--- src/rtl/decode_stage_if.sv ---
// decode_stage_if: fetch-side and execute-side handshake bundle of the decode stage.
interface decode_stage_if #(parameter int PC_W = 32);
  logic            in_valid;
  logic            in_ready;
  logic [31:0]     in_instr;
  logic [PC_W-1:0] in_pc;
  logic            out_valid;
  logic            out_ready;
  logic [PC_W-1:0] out_pc;
  logic [12:0]     out_ctrl;
  logic [4:0]      out_shamt;
  logic [4:0]      out_rs;
  logic [4:0]      out_rt;
  logic [4:0]      out_rd;
  logic [15:0]     out_imm16;
  modport master (
    output in_valid, in_instr, in_pc, out_ready,
    input  in_ready, out_valid, out_pc, out_ctrl, out_shamt, out_rs, out_rt, out_rd, out_imm16
  );
  modport slave (
    input  in_valid, in_instr, in_pc, out_ready,
    output in_ready, out_valid, out_pc, out_ctrl, out_shamt, out_rs, out_rt, out_rd, out_imm16
  );
endinterface

--- src/rtl/decode_stage.sv ---
// decode_stage: instruction queue with valid/ready on both sides, decoding the head word into control signals.
module decode_stage #(
  parameter int IQ_DEPTH  = 4,
  parameter int PC_W      = 32,
  parameter int LUI_SHAMT = 16
) (
  input  logic                            clk,
  input  logic                            reset,
  input  logic                            flush,
  decode_stage_if.slave                   bus,
  output logic [$clog2(IQ_DEPTH+1)-1:0]   count
);
  localparam int AW = $clog2(IQ_DEPTH);
  localparam int CW = $clog2(IQ_DEPTH + 1);
  localparam logic [3:0] ALUFN_ADD  = 4'd1;
  localparam logic [3:0] ALUFN_SUB  = 4'd2;
  localparam logic [3:0] ALUFN_AND  = 4'd3;
  localparam logic [3:0] ALUFN_OR   = 4'd4;
  localparam logic [3:0] ALUFN_XOR  = 4'd5;
  localparam logic [3:0] ALUFN_NOR  = 4'd6;
  localparam logic [3:0] ALUFN_SLL  = 4'd7;
  localparam logic [3:0] ALUFN_SRL  = 4'd8;
  localparam logic [3:0] ALUFN_SRA  = 4'd9;
  localparam logic [3:0] ALUFN_ROTR = 4'd10;

  logic [PC_W+31:0] mem [IQ_DEPTH];
  logic [AW-1:0]    rd_ptr, wr_ptr;
  logic             push, pop;
  logic [31:0]      w;
  logic [5:0]       op, fn;
  logic [3:0]       alu_fn;
  logic             legal, ld_st, wsrc, mw, a1, a2, reg_wr;

  assign bus.in_ready  = count < CW'(IQ_DEPTH);
  assign bus.out_valid = count != '0;
  assign push = bus.in_valid & bus.in_ready;
  assign pop  = bus.out_valid & bus.out_ready;

  always_ff @(posedge clk or posedge reset)
    if (reset) begin
      rd_ptr <= '0;
      wr_ptr <= '0;
      count  <= '0;
    end else if (flush) begin
      rd_ptr <= '0;
      wr_ptr <= '0;
      count  <= '0;
    end else begin
      if (push) wr_ptr <= wr_ptr + 1'b1;
      if (pop) rd_ptr <= rd_ptr + 1'b1;
      count <= count + CW'(push) - CW'(pop);
    end

  // Storage is deliberately left out of reset; outputs are ignored while out_valid=0.
  always_ff @(posedge clk)
    if (push) mem[wr_ptr] <= {bus.in_pc, bus.in_instr};

  assign w          = mem[rd_ptr][31:0];
  assign bus.out_pc = mem[rd_ptr][PC_W+31:32];
  assign op         = w[31:26];
  assign fn         = w[5:0];
  assign ld_st      = op[5:4] == 2'b10;
  assign wsrc       = w[31:29] == 3'b100;
  assign mw         = w[31:29] == 3'b101;
  assign a2         = w[31:29] == 3'b001;
  assign a1         = (op == 6'd0 && fn[5:3] == 3'd0) || op == 6'd15;

  always_comb begin
    alu_fn = '0;
    legal  = 1'b1;
    if (op == 6'd0)
      case (fn)
        6'd0, 6'd4:   alu_fn = ALUFN_SLL;
        6'd2, 6'd6:   alu_fn = w[21] ? ALUFN_ROTR : ALUFN_SRL;
        6'd3, 6'd7:   alu_fn = ALUFN_SRA;
        6'd32, 6'd33: alu_fn = ALUFN_ADD;
        6'd34, 6'd35: alu_fn = ALUFN_SUB;
        6'd36:        alu_fn = ALUFN_AND;
        6'd37:        alu_fn = ALUFN_OR;
        6'd38:        alu_fn = ALUFN_XOR;
        6'd39:        alu_fn = ALUFN_NOR;
        default:      legal  = 1'b0;
      endcase
    else
      case (op)
        6'd8, 6'd9: alu_fn = ALUFN_ADD;
        6'd12:      alu_fn = ALUFN_AND;
        6'd13:      alu_fn = ALUFN_OR;
        6'd14:      alu_fn = ALUFN_XOR;
        6'd15:      alu_fn = ALUFN_SLL;
        default: begin
          alu_fn = ld_st ? ALUFN_ADD : 4'd0;
          legal  = ld_st;
        end
      endcase
  end

  assign reg_wr        = legal & (op == 6'd0 | a2 | wsrc);
  assign bus.out_ctrl  = {reg_wr, wsrc, op != 6'd0, a1, a2, legal & mw, w[31:28] != 4'b0011,
                          alu_fn, ~legal, op == 6'd15};
  assign bus.out_shamt = op == 6'd15 ? 5'(LUI_SHAMT) : w[10:6];
  assign bus.out_rs    = w[25:21];
  assign bus.out_rt    = w[20:16];
  assign bus.out_rd    = w[15:11];
  assign bus.out_imm16 = w[15:0];
endmodule

--- src/flat_wrapper.sv ---
// flat-port wrapper written by rule: the top's interface ports become plain ports
module decode_stage_flat 
#(
  parameter int IQ_DEPTH  = 4,
  parameter int PC_W      = 32,
  parameter int LUI_SHAMT = 16
)
  (clk, reset, flush, count, bus_in_valid, bus_in_instr, bus_in_pc, bus_out_ready, bus_in_ready, bus_out_valid, bus_out_pc, bus_out_ctrl, bus_out_shamt, bus_out_rs, bus_out_rt, bus_out_rd, bus_out_imm16);
  decode_stage_if #(.PC_W(PC_W)) bus_i ();
  input  logic clk;
  input  logic reset;
  input  logic flush;
  output logic [$clog2(IQ_DEPTH+1)-1:0] count;
  input wire logic [$bits(bus_i.in_valid)-1:0] bus_in_valid;
  input wire logic [$bits(bus_i.in_instr)-1:0] bus_in_instr;
  input wire logic [$bits(bus_i.in_pc)-1:0] bus_in_pc;
  input wire logic [$bits(bus_i.out_ready)-1:0] bus_out_ready;
  output wire logic [$bits(bus_i.in_ready)-1:0] bus_in_ready;
  output wire logic [$bits(bus_i.out_valid)-1:0] bus_out_valid;
  output wire logic [$bits(bus_i.out_pc)-1:0] bus_out_pc;
  output wire logic [$bits(bus_i.out_ctrl)-1:0] bus_out_ctrl;
  output wire logic [$bits(bus_i.out_shamt)-1:0] bus_out_shamt;
  output wire logic [$bits(bus_i.out_rs)-1:0] bus_out_rs;
  output wire logic [$bits(bus_i.out_rt)-1:0] bus_out_rt;
  output wire logic [$bits(bus_i.out_rd)-1:0] bus_out_rd;
  output wire logic [$bits(bus_i.out_imm16)-1:0] bus_out_imm16;
  assign bus_i.in_valid = bus_in_valid;
  assign bus_i.in_instr = bus_in_instr;
  assign bus_i.in_pc = bus_in_pc;
  assign bus_i.out_ready = bus_out_ready;
  assign bus_in_ready = bus_i.in_ready;
  assign bus_out_valid = bus_i.out_valid;
  assign bus_out_pc = bus_i.out_pc;
  assign bus_out_ctrl = bus_i.out_ctrl;
  assign bus_out_shamt = bus_i.out_shamt;
  assign bus_out_rs = bus_i.out_rs;
  assign bus_out_rt = bus_i.out_rt;
  assign bus_out_rd = bus_i.out_rd;
  assign bus_out_imm16 = bus_i.out_imm16;
  decode_stage #(.IQ_DEPTH(IQ_DEPTH), .PC_W(PC_W), .LUI_SHAMT(LUI_SHAMT)) u_core (.clk(clk), .reset(reset), .flush(flush), .bus(bus_i), .count(count));
endmodule
--- config.mk ---
export PLATFORM = sky130hd
export DESIGN_NAME = decode_stage_flat
export DESIGN_NICKNAME = d
export VERILOG_FILES = /design/src/rtl/decode_stage_if.sv /design/src/rtl/decode_stage.sv /design/src/flat_wrapper.sv
export SDC_FILE = /design/constraint.sdc
export NUM_CORES = 1
export LEC_CHECK = 0
export BUFFER_PORTS_ARGS = -buffer_cell sky130_fd_sc_hd__buf_2
export CAP_MARGIN = 20
export CORE_AREA = 2 2 145 147
export CTS_CLUSTER_SIZE = 30
export DETAILED_ROUTE_END_ITERATION = 10
export DIE_AREA = 0 0 147 149
export PLACE_DENSITY_LB_ADDON = 0.1
export SETUP_SLACK_MARGIN = 0.05
export SLEW_MARGIN = 20
export SYNTH_ARGS = -nofsm -noshare
export SYNTH_HDL_FRONTEND = slang
export SYNTH_SLANG_ARGS = --single-unit
--- constraint.sdc ---
create_clock -name clk -period 3.8 [get_ports clk]
set_input_delay 0.38 -clock clk [delete_from_list [all_inputs] [get_ports clk]]
set_output_delay 0.38 -clock clk [all_outputs]
set_load 0.01 [all_outputs]
; ---- Word level (Yosys, flattened, before mapping)
; Memories as Yosys holds them, arrays and structs flattened.
; Index checks and enable logic that the tools add are counted.
[word_totals]
ff_bits = 7
ram_bits = 256
inputBits = 69
output_inout_bits = 86
n_memories = 1
[op_classes]
n_addsub = 4
n_lt_le_gt_ge = 1
n_eq_ne = 24
mux = 16
bitwise_logic = 7
n_reduce_logical = 17
[memory_table]
columns = name, words, width, read_ports, rd_clocked_by_memory_dff, write_ports, line_no
row1 = u_core.mem, 4, 64, 1, 0, 1, decode_stage.sv:26  ; logic [PC_W+31:0] mem [IQ_DEPTH];
[ops]
columns = cell, count
row1 = 6-bit == test (second input constant), 8
row2 = 6-bit by 4-bit == test with 1-bit output (second input constant), 6
row3 = 4-bit one-hot mux with 9 select lines, 1
row4 = 4-bit one-hot mux with 5 select lines, 1
row5 = 6-bit by 3-bit == test with 1-bit output (second input constant), 3
row6 = 14-bit OR reduction, 1
row7 = 6-bit by 2-bit == test with 1-bit output (second input constant), 2
row8 = 6-bit zero test, 2
row9 = 2-bit OR reduction, 6
row10 = 2-bit two-way mux, 5
row11 = 3-bit == test (second input constant), 2
row12 = 1-bit two-way mux, 6
row13 = 6-bit nonzero test, 1
row14 = 6-bit OR reduction, 1
row15 = 5-bit two-way mux, 1
row16 = 2-bit by 1-bit adder with 2-bit output (second input constant), 2
row17 = 1-bit bitwise AND, 4
row18 = 4-bit two-way mux, 1
row19 = 4-bit by 2-bit != test with 1-bit output (second input constant), 1
row20 = 2-bit nonzero test, 2
row21 = 3-bit by 1-bit adder with 3-bit output, 1
row22 = 3-bit by 1-bit == test with 1-bit output (second input constant), 1
row23 = 3-bit zero test, 1
row24 = 3-bit less-than comparator (second input constant), 1
row25 = other kinds (8), 9

; ---- Depth between registers and ports, before layout
; An unclocked memory read counts as a cell.
[logic_depth]
ltp_word = 6
depth_mapped = 9
depth_no_buf = 9

; ---- Least setup slack after synthesis
; Ideal clock, no wire load.
[synth_path]
path_kind = reg-to-reg
startpoint = register u_core.count[2]
endpoint = memory u_core.mem[0][0] in the netlist's numbering (enable)
setup_ns = 0.429
t_arrival_ns = 2.321
required_time_ns = 3.371
slack_ns = 1.051
path_stages_with_launch = 4
path_buffers = 1
cell_sequence = dfrtp_1 > nor2b_1 > clkbuf_1 > and2_1
[synth_between]
elab_chain_cells = 4
[synth_rtl]
columns = item, line_no
row1 = from (decl), decode_stage.sv:11  ; output logic [$clog2(IQ_DEPTH+1)-1:0] count
row2 = from (signal assigned), decode_stage.sv:51  ; count <= count + CW'(push) - CW'(pop);
row3 = 3-bit less-than comparator, decode_stage.sv:34  ; assign bus.in_ready = count < CW'(IQ_DEPTH);
row4 = 1-bit bitwise AND, decode_stage.sv:36  ; assign push = bus.in_valid & bus.in_ready;
row5 = 1-bit two-way mux, decode_stage.sv:56  ; if (push) mem[wr_ptr] <= {bus.in_pc, bus.in_instr};
row6 = 1-bit two-way mux (implied by the code), decode_stage.sv:56
row7 = to (decl), decode_stage.sv:26
; No other way between the ends.

; ---- Worst setup path in the final report
[layout_path]
startpoint = register u_core.rd_ptr[0]
endpoint = output port bus_out_ctrl[3]
[layout_between]
elab_chain_cells = 5
word_cells_on_any_way = 32
[layout_rtl]
columns = item, line_no
row1 = from (decl), decode_stage.sv:27  ; logic [AW-1:0] rd_ptr, wr_ptr;
row2 = from (signal assigned), decode_stage.sv:50  ; if (pop) rd_ptr <= rd_ptr + 1'b1;
row3 = memory read 4 x 64 bit (*), --
row4 = "6-bit == test, or another cell as far along", decode_stage.sv:72  ; case (fn)
row5 = "2-bit OR reduction, on equally long branches", --
row6 = 4-bit one-hot mux with 9 select lines or 4-bit one-hot mux with 5 select lines (tied branches), "decode_stage.sv:72, decode_stage.sv:85"
row7 = 4-bit two-way mux (*), decode_stage.sv:71  ; if (op == 6'd0)
row8 = to (decl), flat_wrapper.sv:21  ; output wire logic [$bits(bus_i.out_ctrl)-1:0] bus_out_ctrl;
; Mark *: on every way between the ends. The rest lies on a longest branch, timed or not.

==> results.cfg <==
[yosys]
ys.flop_type = edfxtp_1
postSynth.asyncResetShare_pct = 2.662
synthCells = 437
synth-edff-count = 256
synth-adder-area-share_pct = 0.9437
yosysUniqueCellTypes = 43
synth.ff_latch_count = 263
yosys.area_share.simple_pct = 2.968
synth_area_leader_cell = edfxtp_1
netlist_area_um2 = 10080
ys_top_cells_by_area = edfxtp_1, mux4_2, dfrtp_1
yosysSeqAreaShare_pct = 78.03
synth_top_family_by_area = multiplexers
synth_mux_area_share_pct = 14.49
synthXorXnorAreaFrac_pct = 0.5215
syn_nets = 513
yosysWarnings = 0
synth_compound_area_share_pct = 1.105
yosys.area.top_type_share_pct = 76.29
avgSynthCellArea_um2 = 23.06

[cells_and_area]
fin_nets = 674
areaGrowthSynthToFinish_pct = 18.28
layout_commonest_cell = edfxtp_1
drive_above_1_share_pct = 43.11
postLayoutCoreUtil_pct = 57.97
final_cell_area_um2 = 11920
mostFrequentLayoutCells = edfxtp_1, buf_2, mux4_2, clkbuf_16, nor2_1

[die]
rows = 53
start_util_pct = 49.01
io_pins = 155
dieArea_um2 = 21900
die_h_um = 149
coreArea_um2 = 20560
die-width_um = 147

[sta]
finalSetupTns_ns = 0
fmax_ghz = 0.2934
fin_hold_ws_ns = 0.06066
fin_crit_sh_pct = 89.70
timing.final.crit_period_ns = 3.409
rsz0062_at_grt = false
max-slew-margin-rel_pct = 31.25
fin_skew_ns = 0.02167
drv_slew = 0
setup_viol = 0
worst-slew-pin-transition_ns = 1.031
timing.final.ws_setup_ns = 0.3915
hold_viol_final = 0

[hold_path]
hp-start = bus_in_pc[15]
hold_path_class = in2reg

[flow_run]
drv_cap = 0

[grt]
grt_first_pass_wirelength_um = 28100
globalRouteTotalUtil_pct = 16.79
grt_antenna_before_repair = 4
overflow = 0
grt_max_degree = 65
first_global_vias = 5084

[drt]
viasPerCell = 5.361
drcViolationCount = 0
routed_wl_um = 18070
firstDrtPassIters = 4
antenna_left = 0
drt_iter0_drc = 257
vias = 4798
wl_per_cell_um = 20.19

[clock_network]
post_cts_buffers = 0
clockBufferDepth = 3
cts_tree = done
cts_made_buffers = 28
cts-root-buf = clkbuf_16
insertion_delay_ns = 0.53
htreeDepth = 1
cts_hold_buf = 1
cts.repair.resized = 0
clk_pin_slew_worst_paths_ns = 0.06
cts.sinks = 263

[worst_setup_path]
startpoint_type = register
r2r_start = u_core.count[2]
crit_type = reg2out
critPathCaptureType = output port
startpoint = u_core.rd_ptr[0]
worstPathMaxFanout = 20
worstPathRequired_ns = 3.42
worstPathArrival_ns = 3.03

[placement]
place_congestion = 0.7691
placed_area_um2 = 11070
pre_cts_slack_ns = 0.8703
dpl.hpwl_um = 10350
portBuffers = 154

[power_and_ir_drop]
p_per_area_nw_per_um2 = 676.3
ir_drop_mv = 0.4159
p_leak_nw = 4.052

[run_status]
status = complete, no violations
## cell usage after synthesis, types with 2 or more instances
library cell and instances:
edfxtp_1 256, mux4_2 62, nor2_1 13, buf_4 11, buf_2 9, inv_1 9, dfrtp_1 7, ha_1 6
nor2b_1 6, and2_1 5, clkbuf_1 5, xnor2_1 5, nand2_1 4, nand2b_1 4, a21oi_1 2, mux4_1 2
nand3b_1 2, nor3_1 2, nor3b_1 2, o22ai_1 2
## through the flow
| stage | std cells | total power, mW |
|---|---|---|
| after global routing | 892 | 8.455 |
| after global placement | 842 | 5.673 |
| after CTS | 892 | 8.181 |
| final | 895 | 8.060 |
| after detailed placement | 842 | 5.721 |
| after floorplan | 437 | 5.070 |
## area by class of cell
type                       count  area, um2
multi-input combinational    138       2028
fill                        1569       8640
antenna                        3      7.507
inverter                       9      33.78
tap                          275      344.1
sequential                   263       7870
clock buffer                  37      755.7
timing repair buffer         158      803.3
clock inverter                12      75.07
## report_power, final
part | total (mW) | internal (mW) | switching [mW]
Sequential | 3.65 | 3.51 | 0.139
Combinational | 1.96 | 0.923 | 1.04
Clock | 2.45 | 1.45 | 1.00
Total | 8.06 | 5.88 | 2.18
## registers in the layout, indices dropped and copies added (netlist names)
name	flops
u_core.count	3
u_core.wr_ptr	2
u_core.rd_ptr	2
u_core.mem	256
## logic make-up (layout without fill, tap and decap cells)
family,after synthesis,count (layout)
flip-flops,263,263
multiplexers,65,65
AND/OR/NAND/NOR,46,46
buffers and inverters,36,216
AO/OA/AOI/OAI,14,14
adder cells (fa/ha/maj),7,7
XOR/XNOR,6,6
other,0,3
## path summary, 6_finish.rpt
| check | slack, ns | to | cells after the start |
|---|---|---|---|
| min in group asynchronous | 0.34 | u_core.count[2] | 3 |
| worst max register to register | 1.47 | u_core.mem[0][33] | 2 |
| worst min-delay path | 0.06 | u_core.mem[0][47] | 1 |
| max in group asynchronous | 3.18 | u_core.rd_ptr[0] | 3 |
| worst min register to register | 0.65 | u_core.wr_ptr[0] | 2 |
| worst max-delay path | 0.39 | bus_out_ctrl[3] | 5 |
## metal layers
metal	up-vias	wire [um]	track usage, %
met1	2485	7196	21.29
li1	2148	-	-
met4	2	316	4.038
met2	130	9276	28.92
met5	-	13	0
met3	33	1263	4.985
## critical path, cell delays in order (launching register included)
cell and delay (ns):
dfrtp_4 0.67, mux4_1 0.80, nor4_4 0.40, nand3_4 0.16
o32ai_2 0.29, buf_2 0.18
(Power assumes the default switching activity.)
